`src/rtl/truth_table_sweeper.sv`:
```
// Sweeps every input combination of a small combinational DUT, captures its output
// into a truth table and scores each row against an expected table.
module truth_table_sweeper #(
  parameter int N_IN   = 4,
  parameter int SETTLE = 1
) (
  input  logic                 clk,
  input  logic                 reset,
  input  logic                 start,
  input  logic [2**N_IN-1:0]   expected,
  input  logic                 dut_y,
  output logic [N_IN-1:0]      stim,
  output logic                 busy,
  output logic                 sample_valid,
  output logic [N_IN-1:0]      sample_idx,
  output logic                 sample_err,
  output logic [2**N_IN-1:0]   table_out,
  output logic [N_IN:0]        err_count,
  output logic                 done,
  output logic                 pass
);

  localparam int              DEPTH    = 2**N_IN;
  localparam logic [N_IN-1:0] LAST_ROW = '1;
  localparam logic [N_IN:0]   ERR_MAX  = (N_IN+1)'(DEPTH);
  localparam logic [3:0]      SETTLE_C = 4'(SETTLE);

  typedef enum logic [1:0] {
    S_IDLE,
    S_DRIVE,
    S_DONE
  } state_e;

  state_e            state_q, state_d;
  logic [N_IN-1:0]   stim_q, stim_d;
  logic [3:0]        cnt_q, cnt_d;
  logic [DEPTH-1:0]  table_q, table_d;
  logic [N_IN:0]     err_q, err_d;
  logic [N_IN-1:0]   sidx_q, sidx_d;
  logic              sval_q, sval_d;
  logic              serr_q, serr_d;
  logic              mismatch;

  always_comb begin
    // NOTE: every signal gets a default first so no path leaves one unassigned (no latches).
    state_d  = state_q;
    stim_d   = stim_q;
    cnt_d    = cnt_q;
    table_d  = table_q;
    err_d    = err_q;
    sidx_d   = sidx_q;
    sval_d   = 1'b0;
    serr_d   = 1'b0;
    mismatch = dut_y != expected[stim_q];

    unique case (state_q)
      S_IDLE, S_DONE: begin
        if (start) begin
          state_d = S_DRIVE;
          stim_d  = '0;
          cnt_d   = '0;
          table_d = '0;
          err_d   = '0;
        end
      end
      S_DRIVE: begin
        if (cnt_q == SETTLE_C) begin
          table_d[stim_q] = dut_y;
          sidx_d          = stim_q;
          sval_d          = 1'b1;
          serr_d          = mismatch;
          if (mismatch && err_q != ERR_MAX) err_d = err_q + 1'b1;
          cnt_d = '0;
          // The last row ends the sweep; stim returns to 0 instead of wrapping.
          if (stim_q == LAST_ROW) begin
            state_d = S_DONE;
            stim_d  = '0;
          end else begin
            stim_d = stim_q + 1'b1;
          end
        end else begin
          cnt_d = cnt_q + 1'b1;
        end
      end
      default: state_d = S_IDLE;
    endcase
  end

  always_ff @(posedge clk) begin
    // NOTE: sequential state uses non-blocking assignments so all flops update together.
    if (reset) begin
      state_q <= S_IDLE;
      stim_q  <= '0;
      cnt_q   <= '0;
      table_q <= '0;
      err_q   <= '0;
      sidx_q  <= '0;
      sval_q  <= 1'b0;
      serr_q  <= 1'b0;
    end else begin
      state_q <= state_d;
      stim_q  <= stim_d;
      cnt_q   <= cnt_d;
      table_q <= table_d;
      err_q   <= err_d;
      sidx_q  <= sidx_d;
      sval_q  <= sval_d;
      serr_q  <= serr_d;
    end
  end

  assign stim         = stim_q;
  assign busy         = state_q == S_DRIVE;
  assign done         = state_q == S_DONE;
  assign pass         = done && (err_q == '0);
  assign sample_valid = sval_q;
  assign sample_idx   = sidx_q;
  assign sample_err   = serr_q;
  assign table_out    = table_q;
  assign err_count    = err_q;

endmodule

```
`config.mk`:
```
export PLATFORM = sky130hd
export DESIGN_NAME = truth_table_sweeper
export DESIGN_NICKNAME = d
export VERILOG_FILES = /design/src/rtl/truth_table_sweeper.sv
export SDC_FILE = /design/constraint.sdc
export NUM_CORES = 1
export LEC_CHECK = 0
export BUFFER_PORTS_ARGS = -buffer_cell sky130_fd_sc_hd__clkbuf_2
export CAP_MARGIN = 30
export CORE_ASPECT_RATIO = 0.8
export CORE_MARGIN = 3
export CORE_UTILIZATION = 30
export CTS_CLUSTER_SIZE = 16
export DETAILED_ROUTE_END_ITERATION = 8
export PLACE_DENSITY = 0.58
export SLEW_MARGIN = 40
export SYNTH_ARGS = -nofsm -noshare
export SYNTH_HDL_FRONTEND = slang
export SYNTH_SLANG_ARGS = --single-unit
```
`constraint.sdc`:
```
create_clock -name clk -period 2.64 [get_ports clk]
set_input_delay 0.792 -clock clk [delete_from_list [all_inputs] [get_ports clk]]
set_output_delay 0.792 -clock clk [all_outputs]
set_load 0.02 [all_outputs]
```
==> metrics.txt, run 1 <==
status finished, final reports clean; multi-input logic area around 0.0010 mm^2; Post-Syn Area per Cell 9.26 um^2; setup bufs post-CTS 0; first-pass GRT wire length ~7300 um; commonest non-fill, non-tap cell in the layout clkbuf_2; GP Congestion around 0.84; CP max FO 7; antenna violations before repair 0; drt first pass iters 4; Synth Area in Adders roughly 5.4%; largest net degree at the start of global routing 24; Mapped Area around 0.0019 mm^2; pins over their slew limit 0; YS warnings 0; boundary pin count 54; total gr overflow 0; fraction of the cycle the final worst path needs approximately 92%; worst-margin pin slew 0.431 ns; pre-CTS setup slack -0.0946 ns; skew final 0.00741 ns; CTS tree built; largest family of logic cells by synthesized area simple AND/OR/NAND/NOR gates; Final nets approximately 280; post-synthesis xor/xnor area fraction under 10%; Pleak roughly 1.1 nW; H-tree Lvls 2; max_cap viols 0; routed wire length approximately 4400 um; Hold-fix buffers, CTS 0; Placed Cells 325; register area share after synthesis 40.0%; DRC marker count from the first detailed-route iteration 94; CP Data Required Time 2.82 ns; crit path time final ~2.4 ns; register area 741 um^2; Max Clk Rate just over 0.4 GHz; Clock Latency Late Sink roughly 0.28 ns; vias in the first global route around 1,500; Starting Density 32.5%; Setup crit end kind flip-flop; worst ir drop on vdd 0.213 mV; post-synth net total around 230; Routed Antenna Nets 0; Ant. Diodes 0; DIE HEIGHT 76.3 um; total number of vias roughly 1,700; drt via density approximately 5.0; hpwl dp approximately 3300 um; Slew headroom a little under three quarters; IO buf count between 50 and 60; GRT Util Overall between 10% and 20%; Critical Path Start Type input pin; number of fill cells 600; Seq cells post-synth 37; clk root buf clkbuf_8; post-route insts no fill approximately 330; power per cell area 541 mW/mm^2; synth-to-layout area growth 25.1%; Sink Count 37; Reg clk slew, reported paths roughly 0.070 ns; mux cell area share after synthesis 14.3%; layout cell share with drive strength beyond 1 between 20% and 30%; setup violators final 0; final hold vios 0; commonest non-fill, non-tap cells in the layout 53 x clkbuf_2, 37 x dfxtp_1, 35 x nor2_1, 18 x nand3_1, 14 x mux2i_1; drt wl/cell 13.1 um; Die Area slightly above 0.007 mm^2; flop2flop setup slack between 0.2 and 0.25 ns; final setup margin ~0.22 ns; Netlist cell types 40; total power ~1.3 mW; Compound-Gate Fraction of Synth Area 12.8%; total CTS buffers 5; simple-gate area share of the yosys netlist about a fifth; Rows 24; Clock Tree Buf Depth 2; Chip Width ~94 um; Setup CP Type in -> reg; arrival time at the worst endpoint 2.60 ns; RSZ-0062 raised after global routing false; # DRC 0; post-cts sizing count 0; worst min-delay path class reg -> reg; Core Region roughly 0.0057 mm^2; Cells after Synth 200
==> cell type report <==
cell class | count | share of cell area (%)
Multi-Input combinational cell | 146 | 44.9
Sequential cell | 37 | 32.0
Timing Repair Buffer | 57 | 12.7
Tap cell | 78 | 4.21
Clock buffer | 7 | 3.73
Clock inverter | 1 | 1.30
Inverter | 7 | 1.13
==> registers in the layout (all words and copies together) (netlist names) <==
signal	count
cnt_q	4
err_count	5
sample_err	1
sample_idx	4
sample_valid	1
state_q	2
stim	4
table_out	16
==> cell families after synthesis <==
kind of cell             Yosys count
flip-flops                        37
multiplexers                      19
AND/OR/NAND/NOR                   80
buffers and inverters             17
AO/OA/AOI/OAI                     34
XOR/XNOR                           5
adder cells (fa/ha/maj)            8
==> where the power goes <==
part / internal [mW] / total [mW] / switching [mW] / leakage [nW]
Combinational: 0.0648 / 0.167 / 0.102 / 0.714
Sequential: 0.569 / 0.584 / 0.0150 / 0.299
Clock: 0.308 / 0.503 / 0.195 / 0.0585
Total: 0.942 / 1.25 / 0.312 / 1.07
==> Yosys cell counts, drive strengths merged <==
master  instances  area [um^2]
a21boi          1         7.51
or3b            1         8.76
a22oi           1         7.51
clkbuf          8         30.0
mux2i          14          140
nand2           6         22.5
and2            3         20.0
dfxtp          37          741
xor2            3         33.8
mux4            5          124
nor2           35          131
nor3            2         10.0
a211o           1         8.76
and3            2         17.5
buf             2         15.0
a32oi           4         35.0
a211oi          1         7.51
nor2b           5         31.3
nand2b          3         18.8
nand3          18         90.1
o21ai           6         30.0
inv             7         26.3
a21o            1         7.51
ha              8          100
a22o            3         30.0
nand4           1         6.26
a311oi          4         35.0
a21oi           8         40.0
o22a            1         10.0
a31oi           3         18.8
and3b           1         8.76
nor3b           2         15.0
xnor2           2         17.5
or3             1         6.26
==> through the flow <==
step | setup TNS [ns] | hold WS, ns | area, um^2 | utilization [%]
after floorplan | 0 | 0.467 | 1850 | -
after global placement | -0.148 | 0.480 | 2200 | 38.6
final | 0 | 0.486 | 2320 | 40.6
after detailed placement | -0.336 | 0.484 | 2200 | 38.6
after CTS | 0 | 0.499 | 2320 | 40.6
after global routing | 0 | 0.535 | 2320 | 40.6
==> metal layers <==
metal / track usage, % / up-vias / wire length [um]
met5: 0 / - / 0
met1: 18.0 / 772 / 2220
met4: 3.46 / 0 / 37
met3: 4.15 / 4 / 307
li1: - / 823 / -
met2: 18.2 / 56 / 1800
==> critical path, cell delays in order <==
cell and delay (ns):
clkbuf_2 0.07, mux4_1 0.50, mux4_2 0.52, xor2_2 0.21
and3_4 0.22, a211o_1 0.29
==> final timing paths <==
kind	startpoint	to	cells past startpoint
min reg2reg	table_out[15]	table_out[15]	2
max	expected[3]	err_count[1]	6
max reg2reg	stim[1]	err_count[1]	5
min	table_out[15]	table_out[15]	2
Note: power is estimated with default switching activity, not from simulation.
==> inputs of run 2 (changes only) <==
- ABC_AREA: default -> 1
- CAP_MARGIN: 30 -> 10
- PLACE_DENSITY: 0.58 -> 0.57
==> run 2 against run 1 <==
  * Synthesized area is 9.9% higher
  * Global-route usage is 1.5 points higher
  * Via count is 16% higher
  * Flip-flop and latch count stayed put
  * Cell area is 9.0% higher
  * Combinational power grew to 3.2 times the previous value
  * Largest cell class unchanged
  * Largest power group unchanged
  * Highest routed layer unchanged
==> metrics.txt, run 2 <==
Rows 26; first-pass GRT wire length about 9000 um; # DRC 0; drt wl/cell ~12 um; reg2reg end err_count[1]; Sink Count 37; FF-to-FF Start stim[0]; total CTS buffers 5; register area ~740 um^2; CP max FO 3; sequential power share 37.2%; hpwl dp around 4000 um; Combinational Power Share about 30%; Mapped Area between 0.002 and 0.0025 mm^2; max_cap viols 0; setup TNS 0 ns; YS warnings 0; worst reg-to-reg path cell count 14; Clock Power Share between 30 and 40%; switching part of the total 35.1%; status finished, final reports clean; flop2flop setup slack ~0.83 ns; post-cts sizing count 0; most instantiated library cell after synthesis nand2_1; Synth top area share between 30% and 40%; IO buf count 53; crit-path max cell delay roughly 0.43 ns; pins over their slew limit 0; RSZ-0062 raised after global routing false; Clock Tree Buf Depth 2; most frequent cells after synthesis 53 x nand2_1, 45 x inv_1, 37 x dfxtp_1; Cells after Synth roughly 280; max reg flops 16; largest net degree at the start of global routing 17; Chip Width ~100 um; final hold vios 0; arrival time at the worst endpoint approximately 1.4 ns; clk root buf clkbuf_8; top_reg_cell synth dfxtp_1; Die Area ~0.0078 mm^2; Post-Syn Area per Cell around 7.3 um^2; min-delay src table_out[15]; top post-synthesis cells by area dfxtp_1 36%, nand2_1 9.8%, inv_1 8.3%; Setup crit end kind primary output; Critical Path Start Type flip-flop; number of fill cells just under 700; CP Data Required Time ~1.9 ns; drt via density around 4.6; EDFF count, synth 0; synth-to-layout area growth 24.1%; register area share after synthesis about 36%; cell internal pwr around 1.2 mW; Reg clk slew, reported paths 0.08 ns; worst-margin pin slew around 0.73 ns; Switch Pwr approximately 0.62 mW; vias in the first global route roughly 1,900; leading area contributor after synthesis dfxtp_1; total number of vias between 1,500 and 2,000; antenna violations before repair 0; Final nets 364; Max Clk Rate around 0.45 GHz; Pleak roughly 1.2 nW; boundary pin count between 50 and 60; layout cell share with drive strength beyond 1 24.9%; post-synth net total 305; Crit path top cell by count inv_1; Routed Antenna Nets 0; total gr overflow 0; setup bufs post-CTS 0; slowest cell on the critical path dfxtp_1; Core Region ~0.0065 mm^2; crit-path cells inv_1, nor2_1, inv_1, nor3_1, clkbuf_2; skew final between 0.005 and 0.006 ns; Async S/R FF share, synth 0%; drt first pass iters 4; setup violators final 0; GP Congestion 0.820; power per cell area approximately 700 mW/mm^2; Hold-fix buffers, CTS 0; Hold Crit Endpoint table_out[15]; Worst Hold Depth 2; Starting Density 31.4%; Seq cells post-synth 37; worst min-delay path class reg -> reg; multi-input logic area 0.00106 mm^2; CTS tree built; GRT Util Overall between 10 and 15%; DRC marker count from the first detailed-route iteration ~100; post-route insts no fill approximately 420; commonest non-fill, non-tap cells in the layout 53 x nand2_1, 53 x clkbuf_2, 45 x inv_1, 37 x dfxtp_1, 34 x nor2_1; crit path time final 2.22 ns; fraction of the cycle the final worst path needs a little over four fifths; routed wire length a little over 5000 um; Slew headroom between 50% and 60%; worst ir drop on vdd 0.284 mV; H-tree Lvls 2; DIE HEIGHT 79.7 um; Ant. Diodes 0; Placed Cells 413; Clock Latency Late Sink slightly below 0.3 ns; Setup CP Type reg -> out; Netlist cell types 30
run 2: critical path, delay by kind of cell (launching register included):
| family | cells | cell delay, ns |
|---|---|---|
| buffers and inverters | 3 | 0.39 |
| flip-flops | 1 | 0.43 |
| AND/OR/NAND/NOR | 2 | 0.32 |
run 2: layer usage:
layer | vias up | share of wire [%] | GRT usage, %
met5 | - | 0 | 0
li1 | 1019 | - | -
met1 | 849 | 50 | 19.6
met2 | 46 | 43 | 22.1
met4 | 0 | 0.58 | 3.18
met3 | 4 | 6.1 | 3.93
run 2: final cells by class:
class | instances | area share (%)
inverters | 52 | 8.03
multi-input cells | 185 | 42.1
well taps | 84 | 4.16
flip-flops and latches | 37 | 29.3
clock inverters | 3 | 2.58
clock buffers | 5 | 2.73
repair buffers | 55 | 11.1
run 2: logic make-up after synthesis:
family,count (synthesis),synth area share (%)
XOR/XNOR,1,0.431
adder cells (fa/ha/maj),8,4.92
flip-flops,37,36.4
AO/OA/AOI/OAI,50,17.2
AND/OR/NAND/NOR,126,29.7
buffers and inverters,55,11.4
run 2: metrics by stage:
| step | worst slack (ns) | power [mW] | instance area, um^2 | hold slack, ns | utilization, % |
|---|---|---|---|---|---|
| floorplan | 0.423 | 1.07 | 2030 | 0.451 | - |
| global placement | 0.606 | 1.21 | 2390 | 0.454 | 36.9 |
| detailed placement | 0.612 | 1.21 | 2390 | 0.459 | 36.9 |
| CTS | 0.400 | 1.79 | 2520 | 0.471 | 39.0 |
| global route | 0.294 | 1.89 | 2520 | 0.502 | 39.0 |
| finish | 0.421 | 1.78 | 2520 | 0.466 | 39.0 |
run 2: power groups by stage:
stage | sequential, mW | clock (mW) | combinational [mW]
after floorplan | 0.701 | 0 | 0.368
after global placement | 0.673 | 0 | 0.534
after detailed placement | 0.673 | 0 | 0.538
after CTS | 0.660 | 0.593 | 0.540
after global routing | 0.669 | 0.614 | 0.606
final | 0.660 | 0.582 | 0.533
run 2: worst max path at each step:
stage | slack (ns) | endpoint | startpoint
after floorplan | 0.42 | pass | state_q[1]
after global placement | 0.61 | err_count[1] | expected[2]
after detailed placement | 0.61 | err_count[1] | expected[2]
after CTS | 0.40 | pass | state_q[1]
after global routing | 0.29 | pass | state_q[1]
final | 0.42 | pass | state_q[1]
==> inputs of run 3 (changes only) <==
- PLACE_DENSITY: 0.57 -> 0.55
- clock period: 2.64 -> 2.2 ns (I/O delays scaled with it)
==> run 3 against run 2 <==
  * Via count grew 1.4%
  * Flip-flop and latch count is the same
  * Non-clock buffer count grew 3
  * First-iteration DRC count shrank 35%
  * Clock-buffer cell count grew 1
  * Cell area shrank 1.1%
  * Final cell count grew 0.71%
  * Clock power shrank 22%
  * Clock skew shrank 0.0012 ns
  * Sequential share of layout area grew 0.34 points
  * Die area is the same
  * Wire length grew 1.8%
  * Critical path type unchanged
  * Highest routed layer unchanged
==> metrics.txt, run 3 (synthesized netlist as in run 2, its figures left out) <==
max_cap viols 0; Final nets between 300 and 400; Ant. Diodes 0; Critical Path Start Type flip-flop; fraction of the cycle the final worst path needs between 90% and 100%; GRT Util Overall between 10 and 15%; commonest non-fill, non-tap cells in the layout 53 x nand2_1, 53 x clkbuf_2, 45 x inv_1, 37 x dfxtp_1, 34 x nor2_1; total gr overflow 0; pins over their slew limit 0; Area after DPL 0.00241 mm^2; crit path time final 2.05 ns; hpwl dp slightly above 4000 um; final setup margin roughly 0.15 ns; crit path capture pass; IO buf count 53; pre-CTS setup slack between 0.2 and 0.3 ns; Max Clk Rate about 0.49 GHz; largest net degree at the start of global routing 17; Hold-fix buffers, CTS 0; DRC marker count from the first detailed-route iteration 66; met3 Usage GRT 3.23%; CP Data Required Time between 1.5 and 2 ns; Clock Latency Late Sink between 0.2 and 0.3 ns; drt wl/cell 12.5 um; GRT Max-Usage Layer met2; Routed Antenna Nets 0; GP Congestion ~0.84; Starting Density 31.4%; first-pass GRT wire length ~9000 um; clk root buf clkbuf_8; routed wire length 5280 um; reg2reg end err_count[1]; setup violators final 0; Pleak between 1 and 1.5 nW; setup TNS 0 ns; vias in the first global route 1,795; Rows 26; max reg flops 16; Die Area 0.00781 mm^2; synth-to-layout area growth 22.7%; # DRC 0; setup bufs post-CTS 0; Slew headroom between 70% and 80%; CTS tree built; post-cts sizing count 0; status finished, final reports clean; skew final between 0.003 and 0.004 ns; total number of vias 1,945; Reg clk slew, reported paths 0.07 ns; layout cell share with drive strength beyond 1 25.3%; FF-to-FF Start stim[0]; CP startpoint state_q[1]; power per cell area between 700 and 800 mW/mm^2; Core Region roughly 0.0065 mm^2; Design Area, Final 0.00250 mm^2; final hold vios 0; DIE HEIGHT 79.7 um; M2 GR Usage 21.1%; drt via density approximately 4.6; flop2flop setup slack between 0.3 and 0.4 ns; total CTS buffers 5; worst ir drop on vdd ~0.28 mV; RSZ-0062 raised after global routing false; arrival time at the worst endpoint ~1.4 ns; worst-margin pin slew roughly 0.35 ns; Setup CP Type reg -> out; Chip Width about 98 um; H-tree Lvls 2; Clock Tree Buf Depth 2; worst reg-to-reg path cell count 14; Setup crit end kind primary output; drt first pass iters 4; antenna violations before repair 0; Sink Count 37; boundary pin count 54; CP max FO 3; met1 usage between 20 and 25%; worst min-delay path class reg -> reg
## run 3: cell types whose count changed in the layout (fill, tap and decap cells not counted)
cell / before / now
buf_4: 2 / 5
bufinv_16: 2 / 0
clkbuf_1: 0 / 1
clkinv_2: 1 / 2
## run 3: layout make-up
class / instances / area [um^2]
Multi-Input combinational cell: 185 / 1060
Tap cell: 84 / 105
Inverter: 52 / 203
Timing Repair Buffer: 58 / 303
Fill cell: 689 / 3980
Clock inverter: 2 / 10.0
Sequential cell: 37 / 741
Clock buffer: 6 / 72.6
## run 3: critical path, cell delays in order (launching register included)
cell,delay [ns]
dfxtp_1,0.43
inv_1,0.10
nor2_1,0.14
inv_1,0.07
nor3_1,0.17
clkbuf_2,0.20
## run 3: through the flow
| step | cells | total power [mW] | hold slack, ns | util [%] |
|---|---|---|---|---|
| final | 424 | 1.91 | 0.473 | 38.6 |
| after global routing | 424 | 2.06 | 0.503 | 38.6 |
| after CTS | 424 | 1.93 | 0.473 | 38.6 |
| after detailed placement | 416 | 1.47 | 0.460 | 37.3 |
| after global placement | 416 | 1.47 | 0.466 | 37.3 |
| after floorplan | 277 | 1.28 | 0.451 | - |
## run 3: where the power goes
part | internal [mW] | switching (mW) | total, mW
sequential | 0.722 | 0.0648 | 0.787
combinational | 0.223 | 0.444 | 0.667
clock | 0.220 | 0.236 | 0.456
total | 1.16 | 0.745 | 1.91
## run 3: worst min path at each step
stage                               end           from  cells past startpoint  slack [ns]
after floorplan                cnt_q[3]       cnt_q[3]                      2        0.45
after global placement    table_out[11]  table_out[11]                      2        0.47
after detailed placement  table_out[11]  table_out[11]                      2        0.46
after CTS                 table_out[11]  table_out[11]                      2        0.47
after global routing      table_out[15]  table_out[15]                      2        0.50
final                     table_out[15]  table_out[15]                      2        0.47
## run 3: per-layer routing
layer	routed length, um	share of wire, %	vias up
met5	0	0	-
met4	36	0.68	0
met3	242	4.6	4
met2	2230	42	46
met1	2770	52	865
li1	-	-	1030
